## src/rtl/keypad_pkg.sv

```systemverilog
// Shared types and helpers for the matrix keypad scanner.
//   state_e    : scanner FSM states
//   code_width : bits needed to number nkeys keys (minimum 1)
package keypad_pkg;

  typedef enum logic [1:0] {
    StScan,
    StPressDb,
    StHeld,
    StRelDb
  } state_e;

  function automatic int unsigned code_width(input int unsigned nkeys);
    return (nkeys > 1) ? $clog2(nkeys) : 1;
  endfunction

endpackage

```

## src/rtl/sync_fifo.sv

```systemverilog
// Single-clock FIFO with first-word-fall-through head.
// Ports:
//   clk_i   : clock
//   rst_i   : synchronous active-high reset (empties the queue)
//   push_i  : write wdata_i; ignored when full unless a pop happens in the same cycle
//   wdata_i : data to write
//   pop_i   : remove head; ignored when empty
//   full_o  : DEPTH entries held
//   empty_o : no entries held
//   head_o  : oldest entry, meaningful only while !empty_o
// DEPTH must be a power of two so the pointers wrap naturally.
module sync_fifo #(
  parameter int unsigned WIDTH = 8,
  parameter int unsigned DEPTH = 4
) (
  input  logic             clk_i,
  input  logic             rst_i,
  input  logic             push_i,
  input  logic [WIDTH-1:0] wdata_i,
  input  logic             pop_i,
  output logic             full_o,
  output logic             empty_o,
  output logic [WIDTH-1:0] head_o
);

  localparam int unsigned AW    = (DEPTH > 1) ? $clog2(DEPTH) : 1;
  localparam int unsigned CNT_W = AW + 1;

  logic [WIDTH-1:0] mem_q [DEPTH];
  logic [AW-1:0]    wr_ptr_q, wr_ptr_d;
  logic [AW-1:0]    rd_ptr_q, rd_ptr_d;
  logic [CNT_W-1:0] count_q, count_d;
  logic             do_push, do_pop;

  assign empty_o = (count_q == '0);
  assign full_o  = (count_q == CNT_W'(DEPTH));
  assign head_o  = mem_q[rd_ptr_q];

  // A pop frees a slot, so a push into a full queue is accepted alongside it.
  assign do_pop  = pop_i && !empty_o;
  assign do_push = push_i && (!full_o || do_pop);

  always_comb begin
    wr_ptr_d = wr_ptr_q;
    rd_ptr_d = rd_ptr_q;
    count_d  = count_q;
    if (do_push) wr_ptr_d = wr_ptr_q + 1'b1;
    if (do_pop)  rd_ptr_d = rd_ptr_q + 1'b1;
    case ({do_push, do_pop})
      2'b10:   count_d = count_q + 1'b1;
      2'b01:   count_d = count_q - 1'b1;
      default: count_d = count_q;
    endcase
  end

  always_ff @(posedge clk_i) begin
    if (rst_i) begin
      wr_ptr_q <= '0;
      rd_ptr_q <= '0;
      count_q  <= '0;
    end else begin
      wr_ptr_q <= wr_ptr_d;
      rd_ptr_q <= rd_ptr_d;
      count_q  <= count_d;
    end
  end

  // Storage needs no reset: contents are only observed through a valid head.
  always_ff @(posedge clk_i) begin
    if (do_push) mem_q[wr_ptr_q] <= wdata_i;
  end

endmodule

```

## src/rtl/matrix_keypad_scanner.sv

```systemverilog
// Matrix keypad scanner: drives one-cold columns, debounces presses and releases on the
// active-low rows, and queues the code of each single-key press.
// Ports:
//   clock     : sole clock
//   reset     : synchronous active-high reset
//   row       : asynchronous keypad rows, active-low
//   col       : column drive, exactly one bit low
//   key_valid : queue head valid
//   key_code  : queue head code (column*NROWS + row), 0 while the queue is empty
//   key_ready : consumer accepts head
//   multi_key : one-cycle strobe, debounced press had several rows low (not queued)
//   overflow  : sticky, a press was dropped because the queue was full
//   key_held  : a debounced key is down (held or release being debounced)
module matrix_keypad_scanner
  import keypad_pkg::*;
#(
  parameter int unsigned NROWS      = 4,
  parameter int unsigned NCOLS      = 4,
  parameter int unsigned SCAN_DIV   = 9,
  parameter int unsigned DEBOUNCE   = 5,
  parameter int unsigned FIFO_DEPTH = 4,
  localparam int unsigned CODE_W    = code_width(NROWS * NCOLS)
) (
  input  logic              clock,
  input  logic              reset,
  input  logic [NROWS-1:0]  row,
  output logic [NCOLS-1:0]  col,
  output logic              key_valid,
  output logic [CODE_W-1:0] key_code,
  input  logic              key_ready,
  output logic              multi_key,
  output logic              overflow,
  output logic              key_held
);

  localparam int unsigned N_W     = $clog2(NCOLS);
  localparam int unsigned ROW_W   = $clog2(NROWS);
  localparam int unsigned DWELL_W = $clog2(SCAN_DIV);
  localparam int unsigned DB_W    = $clog2(DEBOUNCE + 1);
  localparam logic [NROWS-1:0] ALL_ONES = '1;

  // Two-flop synchroniser; rs_q is the only view of the rows used below.
  logic [NROWS-1:0]   row_meta_q, rs_q;

  state_e             state_q, state_d;
  logic [N_W-1:0]     n_q, n_d;
  logic [DWELL_W-1:0] dwell_q, dwell_d;
  logic [DB_W-1:0]    cnt_q, cnt_d;
  logic [NROWS-1:0]   snap_q, snap_d;
  logic               push_q, push_d;
  logic [CODE_W-1:0]  code_q, code_d;
  logic               multi_q, multi_d;
  logic               overflow_q, overflow_d;

  logic [NROWS-1:0]   snap_low;
  logic               single_low;
  logic [ROW_W-1:0]   low_idx;

  logic               fifo_full, fifo_empty, fifo_pop;
  logic [CODE_W-1:0]  fifo_head;

  // Decode the latched snapshot: is exactly one row low, and which one.
  always_comb begin
    snap_low   = ~snap_q;
    single_low = ($countones(snap_low) == 1);
    low_idx    = '0;
    for (int r = 0; r < NROWS; r++) begin
      if (snap_low[r]) low_idx = ROW_W'(r);
    end
  end

  always_comb begin
    state_d = state_q;
    n_d     = n_q;
    dwell_d = dwell_q;
    cnt_d   = cnt_q;
    snap_d  = snap_q;
    push_d  = 1'b0;
    code_d  = code_q;
    multi_d = 1'b0;
    unique case (state_q)
      StScan: begin
        if (rs_q != ALL_ONES) begin
          // Column freezes while the press is qualified.
          state_d = StPressDb;
          snap_d  = rs_q;
          cnt_d   = '0;
          dwell_d = '0;
        end else if (dwell_q == DWELL_W'(SCAN_DIV - 1)) begin
          dwell_d = '0;
          n_d     = (n_q == N_W'(NCOLS - 1)) ? '0 : n_q + 1'b1;
        end else begin
          dwell_d = dwell_q + 1'b1;
        end
      end
      StPressDb: begin
        if (rs_q != snap_q) begin
          state_d = StScan;
          dwell_d = '0;
        end else if (cnt_q == DB_W'(DEBOUNCE - 1)) begin
          // This increment reaches DEBOUNCE: the press is evaluated now and the
          // push lands in the queue on the following edge.
          state_d = StHeld;
          cnt_d   = '0;
          if (single_low) begin
            push_d = 1'b1;
            code_d = CODE_W'(int'(n_q) * int'(NROWS) + int'(low_idx));
          end else begin
            multi_d = 1'b1;
          end
        end else begin
          cnt_d = cnt_q + 1'b1;
        end
      end
      StHeld: begin
        if (rs_q == ALL_ONES) begin
          state_d = StRelDb;
          cnt_d   = '0;
        end
      end
      StRelDb: begin
        if (rs_q != ALL_ONES) begin
          state_d = StHeld;
        end else if (cnt_q == DB_W'(DEBOUNCE - 1)) begin
          state_d = StScan;
          dwell_d = '0;
          n_d     = (n_q == N_W'(NCOLS - 1)) ? '0 : n_q + 1'b1;
        end else begin
          cnt_d = cnt_q + 1'b1;
        end
      end
    endcase
  end

  assign fifo_pop   = key_valid & key_ready;
  // A push into a full queue survives only if the head leaves in the same cycle.
  assign overflow_d = overflow_q | (push_q & fifo_full & ~fifo_pop);

  always_ff @(posedge clock) begin
    if (reset) begin
      row_meta_q <= '1;
      rs_q       <= '1;
      state_q    <= StScan;
      n_q        <= '0;
      dwell_q    <= '0;
      cnt_q      <= '0;
      snap_q     <= '1;
      push_q     <= 1'b0;
      code_q     <= '0;
      multi_q    <= 1'b0;
      overflow_q <= 1'b0;
    end else begin
      row_meta_q <= row;
      rs_q       <= row_meta_q;
      state_q    <= state_d;
      n_q        <= n_d;
      dwell_q    <= dwell_d;
      cnt_q      <= cnt_d;
      snap_q     <= snap_d;
      push_q     <= push_d;
      code_q     <= code_d;
      multi_q    <= multi_d;
      overflow_q <= overflow_d;
    end
  end

  sync_fifo #(
    .WIDTH (CODE_W),
    .DEPTH (FIFO_DEPTH)
  ) u_fifo (
    .clk_i   (clock),
    .rst_i   (reset),
    .push_i  (push_q),
    .wdata_i (code_q),
    .pop_i   (fifo_pop),
    .full_o  (fifo_full),
    .empty_o (fifo_empty),
    .head_o  (fifo_head)
  );

  always_comb begin
    col        = '1;
    col[n_q]   = 1'b0;
  end

  assign key_valid = ~fifo_empty;
  assign key_code  = fifo_empty ? '0 : fifo_head;
  assign multi_key = multi_q;
  assign overflow  = overflow_q;
  assign key_held  = (state_q == StHeld) || (state_q == StRelDb);

endmodule

```

## config.mk

```make
export PLATFORM = sky130hd
export DESIGN_NAME = matrix_keypad_scanner
export DESIGN_NICKNAME = d
export VERILOG_FILES = /design/src/rtl/keypad_pkg.sv /design/src/rtl/sync_fifo.sv /design/src/rtl/matrix_keypad_scanner.sv
export SDC_FILE = /design/constraint.sdc
export NUM_CORES = 1
export LEC_CHECK = 0
export ABC_CLOCK_PERIOD_IN_PS = 6000
export CORE_MARGIN = 1
export CORE_UTILIZATION = 45
export DETAILED_ROUTE_END_ITERATION = 10
export GPL_ROUTABILITY_DRIVEN = 1
export GPL_TIMING_DRIVEN = 1
export PLACE_DENSITY_LB_ADDON = 0.12
export SLEW_MARGIN = 5
export SYNTH_ARGS = -nofsm -noshare
export SYNTH_HDL_FRONTEND = slang
export SYNTH_HIERARCHICAL = 1
export SYNTH_SLANG_ARGS = --single-unit
export TNS_END_PERCENT = 5
```

## constraint.sdc

```tcl
create_clock -name clock -period 6 [get_ports clock]
set_clock_uncertainty 0.2 [all_clocks]
set_input_delay 0.6 -clock clock [delete_from_list [all_inputs] [get_ports clock]]
set_output_delay 0.6 -clock clock [all_outputs]
set_load 0.01 [all_outputs]
```

# Word-level counts from Yosys, hierarchy flattened
# Memories as Yosys holds them, arrays and structs flattened. A register that Yosys moved wholly into a read port is not among the register bits.
# Cells that the tools add are included.
# W data, S select, Z words.
dict set report word_totals {
  ff_bits 37
  mem_bits_rw 16
  in_bits 7
  out_inout_bits 12
  word_cells 121
  memories 1
}
dict set report op_classes {
  addsub 11
  order_cmp 2
  eq_ne 24
  mux 39
  n_bitwise 11
  n_reduce_logical 19
}
# memory depth width read_ports rd_clocked_by_memory_dff write_ports line
set mem_list {}
lappend mem_list {u_fifo.mem_q 4 4 1 1 1 sync_fifo.sv:29} ;# logic [WIDTH-1:0] mem_q [DEPTH];
# cell n
set op_table {}
lappend op_table {{$mux W2} 15}
lappend op_table {{$mux W4} 6}
lappend op_table {{$mux W3} 6}
lappend op_table {{$ne A2 B2 Y1 const B} 9}
lappend op_table {{$pmux W3 S4} 1}
lappend op_table {{$pmux W4 S3} 1}
lappend op_table {{$reduce_and A4 Y1} 3}
lappend op_table {{$reduce_and A5 Y1} 2}
lappend op_table {{$eq A2 B2 Y1 const B} 4}
lappend op_table {{$eq A4 B4 Y1 const B} 2}
lappend op_table {{$not A4 Y4} 2}
lappend op_table {{$pmux W2 S4} 1}
lappend op_table {{$add A2 B1 Y2 const B} 3}
lappend op_table {{$add A3 B1 Y3 const B} 2}
lappend op_table {{$eq A3 B3 Y1 const B} 2}
lappend op_table {{$mux W1} 6}
lappend op_table {{$ne A3 B3 Y1 const B} 2}
lappend op_table {{$pmux W3 S2} 1}
lappend op_table {{$not A1 Y1} 5}
lappend op_table {{$add A1 B1 Y2} 2}
lappend op_table {{$add A4 B1 Y4 const B} 1}
lappend op_table {{$add A4 B2 Y4} 1}
lappend op_table {{$eq A2 B1 Y1 const B} 2}
lappend op_table {{$ne A4 B4 Y1} 1}
lappend op_table {{19 further kinds} 26}

# Longest topological paths before layout
dict set report logic_depth {
  depth_word 8
  depth_mapped 9
  ltp_nobuf 8
}

# Cells and area by module
# Netlist, hierarchy kept.
# module instances cells_each area_per_inst_um2 seq_area_each_um2
set by_module_without_submodules {}
lappend by_module_without_submodules {matrix_keypad_scanner 1 171 1549.0 600.6}
lappend by_module_without_submodules {sync_fifo 1 79 1112.3 660.6}

# Worst setup path before layout
# Ideal clock, no wire load.
dict set report synth_path {
  path_kind {input -> register}
  from {input port key_ready}
  to {register u_fifo.count_q[2]}
  setup_ps 123
  arrival_ps 2351
  t_required_ps 5677
  path_slack_ps 3326
  path_stages 7
  path_buffers 0
  path_cell_list {nor2b_1 o31a_1 nand2b_1 fa_1 nand2b_1 o31ai_2 mux2_1}
}
dict set report synth_between {
  elab_chain_cells 6
  word_cells_on_any_way 8
  cone_classes {2 x eq/ne; 1 x mux; 1 x bitwise; 4 x reduce/logical}
}
# element line
set synth_lines {}
lappend synth_lines {{from (decl)} matrix_keypad_scanner.sv:30} ;# input logic key_ready,
lappend synth_lines {{$and A1 B1 Y1 *} matrix_keypad_scanner.sv:135} ;# assign fifo_pop = key_valid & key_ready;
lappend synth_lines {{$logic_and A1 B1 Y1 *} sync_fifo.sv:40} ;# assign do_pop = pop_i && !empty_o;
lappend synth_lines {{$logic_or A1 B1 Y1} sync_fifo.sv:41} ;# assign do_push = push_i && (!full_o || do_pop);
lappend synth_lines {{$logic_and A1 B1 Y1} sync_fifo.sv:41}
lappend synth_lines {{$eq A2 B1 Y1 or $eq A2 B2 Y1 (tied branches)} sync_fifo.sv:49} ;# case ({do_push, do_pop})
lappend synth_lines {{$pmux W3 S2 or $reduce_bool A2 Y1 (tied branches)} -}
lappend synth_lines {{to (signal assigned)} sync_fifo.sv:64} ;# count_q <= count_d;
lappend synth_lines {{to (decl)} sync_fifo.sv:32} ;# logic [CNT_W-1:0] count_q, count_d;
# Mark *: on every way between the ends. The rest lies on a longest branch, timed or not.
# A chain may end at the register's enable or synchronous reset.

# Worst setup path after layout
dict set report layout_path {
  from {input port key_ready}
  to {register u_fifo.count_q[2]}
}
dict set report layout_between {
  elab_chain_cells 6
  word_cells_on_any_way 8
  cone_classes {2 x eq/ne; 1 x mux; 1 x bitwise; 4 x reduce/logical}
}
# element line
set layout_lines {}
lappend layout_lines {{$and A1 B1 Y1 *} matrix_keypad_scanner.sv:135}
lappend layout_lines {{net fifo_pop} matrix_keypad_scanner.sv:59} ;# logic fifo_full, fifo_empty, fifo_pop;
lappend layout_lines {{$logic_and A1 B1 Y1 *} sync_fifo.sv:40}
lappend layout_lines {{$logic_or A1 B1 Y1} sync_fifo.sv:41}
lappend layout_lines {{$logic_and A1 B1 Y1} sync_fifo.sv:41}
lappend layout_lines {{$eq A2 B1 Y1 or $eq A2 B2 Y1 (tied branches)} sync_fifo.sv:49}
lappend layout_lines {{$pmux W3 S2 or $reduce_bool A2 Y1 (tied branches)} -}
# Mark *: on every way through the listed nets, which the timed path passes. The rest lies on a longest branch.

==> results.cfg <==
[die]
fp-row-count = 27
start_util_pct = 47.5
core_mm2 = 0.00561
die_w_um = 78.9
io_pins = 19
dieArea_mm2 = 0.00623
fp.dieH_um = 78.9

[clock_network]
ctsResizeCount = 0
cts_sinks = 55
hold_buffers = 0
cts-htree-levels = 2
cts_root_buf = clkbuf_8
cts_setup_buffers = 0
numCtsBuffers = 5
clockBufferDepth = 2
tritoncts = built
clk-insertion-delay-late_ps = 300
clkTransAtPathRegs_ps = 90

[global_routing]
grt_use_total_pct = 14.7
grt_pass1_wl_um = 7160
grt_overflow = 0
grt_max_degree = 36
first_global_vias = 1634
grt_antenna_before_repair = 0

[synth]
synthArstFlopShare_pct = 0
synth_edf_count = 16
ys.warnings.count = 6
synthTopCellsByArea = dfxtp_1, edfxtp_1, ha_1, inv_1, mux4_2
seq_area_frac_synth_pct = 47.4
ys.flop_type = dfxtp_1
netlist-cell-type-count = 53
synth_seq_cells = 55
synth_top_area_share_pct = 29.3
yosys.area.top_type = dfxtp_1
synth.cell_area_mm2 = 0.00266
syn_avg_cell_area_um2 = 10.6
syn_nets = 278
synthCells = 250

[sta]
hold_viol_final = 0
slew_violations = 0
setup_slack_ps = 3010
max_slew_margin_pct = 60.8
finalSetupViolCount = 0
tightest_slew_ps = 584
max_freq_ghz = 0.334
rsz0062_at_grt = no
period_share_pct = 49.9
final.min_clock_period_ps = 2990
tns_ps = 0

[worst_setup_path]
cp-start-kind = primary input
cp_cell_sequence = clkdlybuf4s50_1 > nor2b_1 > o31a_1 > nand2b_1 > fa_1 > nand2b_1 > o31ai_2 > mux2_1
slowest_stage = clkdlybuf4s50_1
cp_slowest_stage_delay_ps = 450
crit_fanout = 7
critPathKind = primary input to register
end_kind = register
cpMostUsedCell = nand2b_1
required_ps = 5990
arrival_ps = 2990

[status]
status = completed

[layout]
final_common_cell = dfxtp_1
diodes = 0
drive_gt1_share_pct = 9.70
instances_no_fill = 340
multi_input_area_mm2 = 0.00125
nets = 295
post-route-util_pct = 53.1
seq_area_mm2 = 0.00126
fillers = 543
layout_common_cells = dfxtp_1, inv_1, ha_1
syn2layout_area_growth_pct = 11.9

[drt]
drtIter0Drc = 45
wire_per_inst_um = 12.2
vias = 1755
routed_wirelength_um = 4160
firstDrtPassIters = 4
drc = 0
drt.antenna.violating_nets = 0
viasPerCell = 5.16

[placement]
gp_congestion = 0.757
preCtsSetupSlack_ps = 2680
io_buffers = 18
placed_cells = 332
dp_hpwl_um = 3020

[min_path]
min_path_type = register to register

[pwr]
power_density_mw_per_mm2 = 237
total_leakage_power_uw = 0.00116
vdd.ir_drop.worst_uv = 159
power_uw = 705

[flow_run]
maxCapViolCount = 0
-- metal layers --
layer | global-route usage (%) | up-vias | routed length (um)
met5 | 0 | - | 0
met4 | 4.91 | 0 | 51
met3 | 3.45 | 8 | 105
met2 | 25.9 | 21 | 2120
met1 | 17.5 | 833 | 1880
li1 | - | 893 | -
-- synthesized netlist by cell type, types with 2 or more instances --
cell type  number
a211o_1         2
a211oi_1        3
a21oi_1        10
a31oi_1         2
and2_1          5
buf_2           3
clkbuf_1        4
dfxtp_1        39
edfxtp_1       16
fa_1            2
ha_1           19
inv_1          27
mux2i_1         7
mux4_2          4
nand2_1        13
nand2b_1        4
nand3_1         2
nand3b_1        3
nand4_1         2
nor2_1         18
nor2b_1         6
nor3_1          4
nor4_1          2
o21ai_0         5
o22ai_1         3
or2_2           9
or3_1           2
or4b_1          2
xnor2_1         2
xor2_1          7
-- where the power goes --
group	internal (uW)	switching [uW]	leakage, uW
logic	49.9	58.8	0.000650
registers	390	11.1	0.000466
clock network	82.0	113	0.0000428
-- stage by stage --
step / area [um^2] / hold WS [ps]
5_1_grt: 2980 / 230
6_report: 2980 / 215
4_1_cts: 2980 / 216
3_3_place_gp: 2890 / 191
2_1_floorplan: 2660 / 189
3_5_place_dp: 2890 / 194
-- registers in the layout, summed over array words and instances (netlist names), 2 cells and up, named ones only --
register         cells
n_q                  2
row_meta_q           4
state_q              2
u_fifo/mem_q        16
rs_q                 4
code_q               4
u_fifo/wr_ptr_q      2
u_fifo/count_q       3
dwell_q              4
u_fifo/rd_ptr_q      2
cnt_q                3
snap_q               4
-- worst max-delay path: cells and delay by family --
kind	cells	cell delay, ps
buf+inv	1	450
mux	1	330
compound gates	2	540
fa+ha+maj	1	390
simple gates	3	670
-- layout make-up --
cell class	instances	share of cell area (%)
multi-input combinational	159	42.1
clock buffer	6	2.44
clock inverter	2	0.420
timing repair buffer	19	6.30
sequential	55	42.3
inverter	27	3.40
tap	72	3.02
-- path summary, 6_finish.rpt --
kind | endpoint | slack [ps] | startpoint | cells past startpoint
setup / recovery | u_fifo/count_q[2] | 3010 | key_ready | 8
hold reg to reg | rs_q[0] | 220 | row_meta_q[0] | 1
setup reg to reg | u_fifo/count_q[2] | 3070 | u_fifo/count_q[0] | 8
hold / removal | rs_q[0] | 220 | row_meta_q[0] | 1
-- cell families (layout without fill, tap and decap cells) --
logic type / Yosys count / in the layout / share of synthesized area [%]
simple gates: 80 / 80 / 17.3
mux: 12 / 12 / 6.44
compound gates: 37 / 37 / 9.97
buf+inv: 36 / 54 / 5.50
fa+ha+maj: 21 / 21 / 10.4
flops: 55 / 55 / 47.4
xor+xnor: 9 / 9 / 2.96
Power figures use the tool's default switching activity.
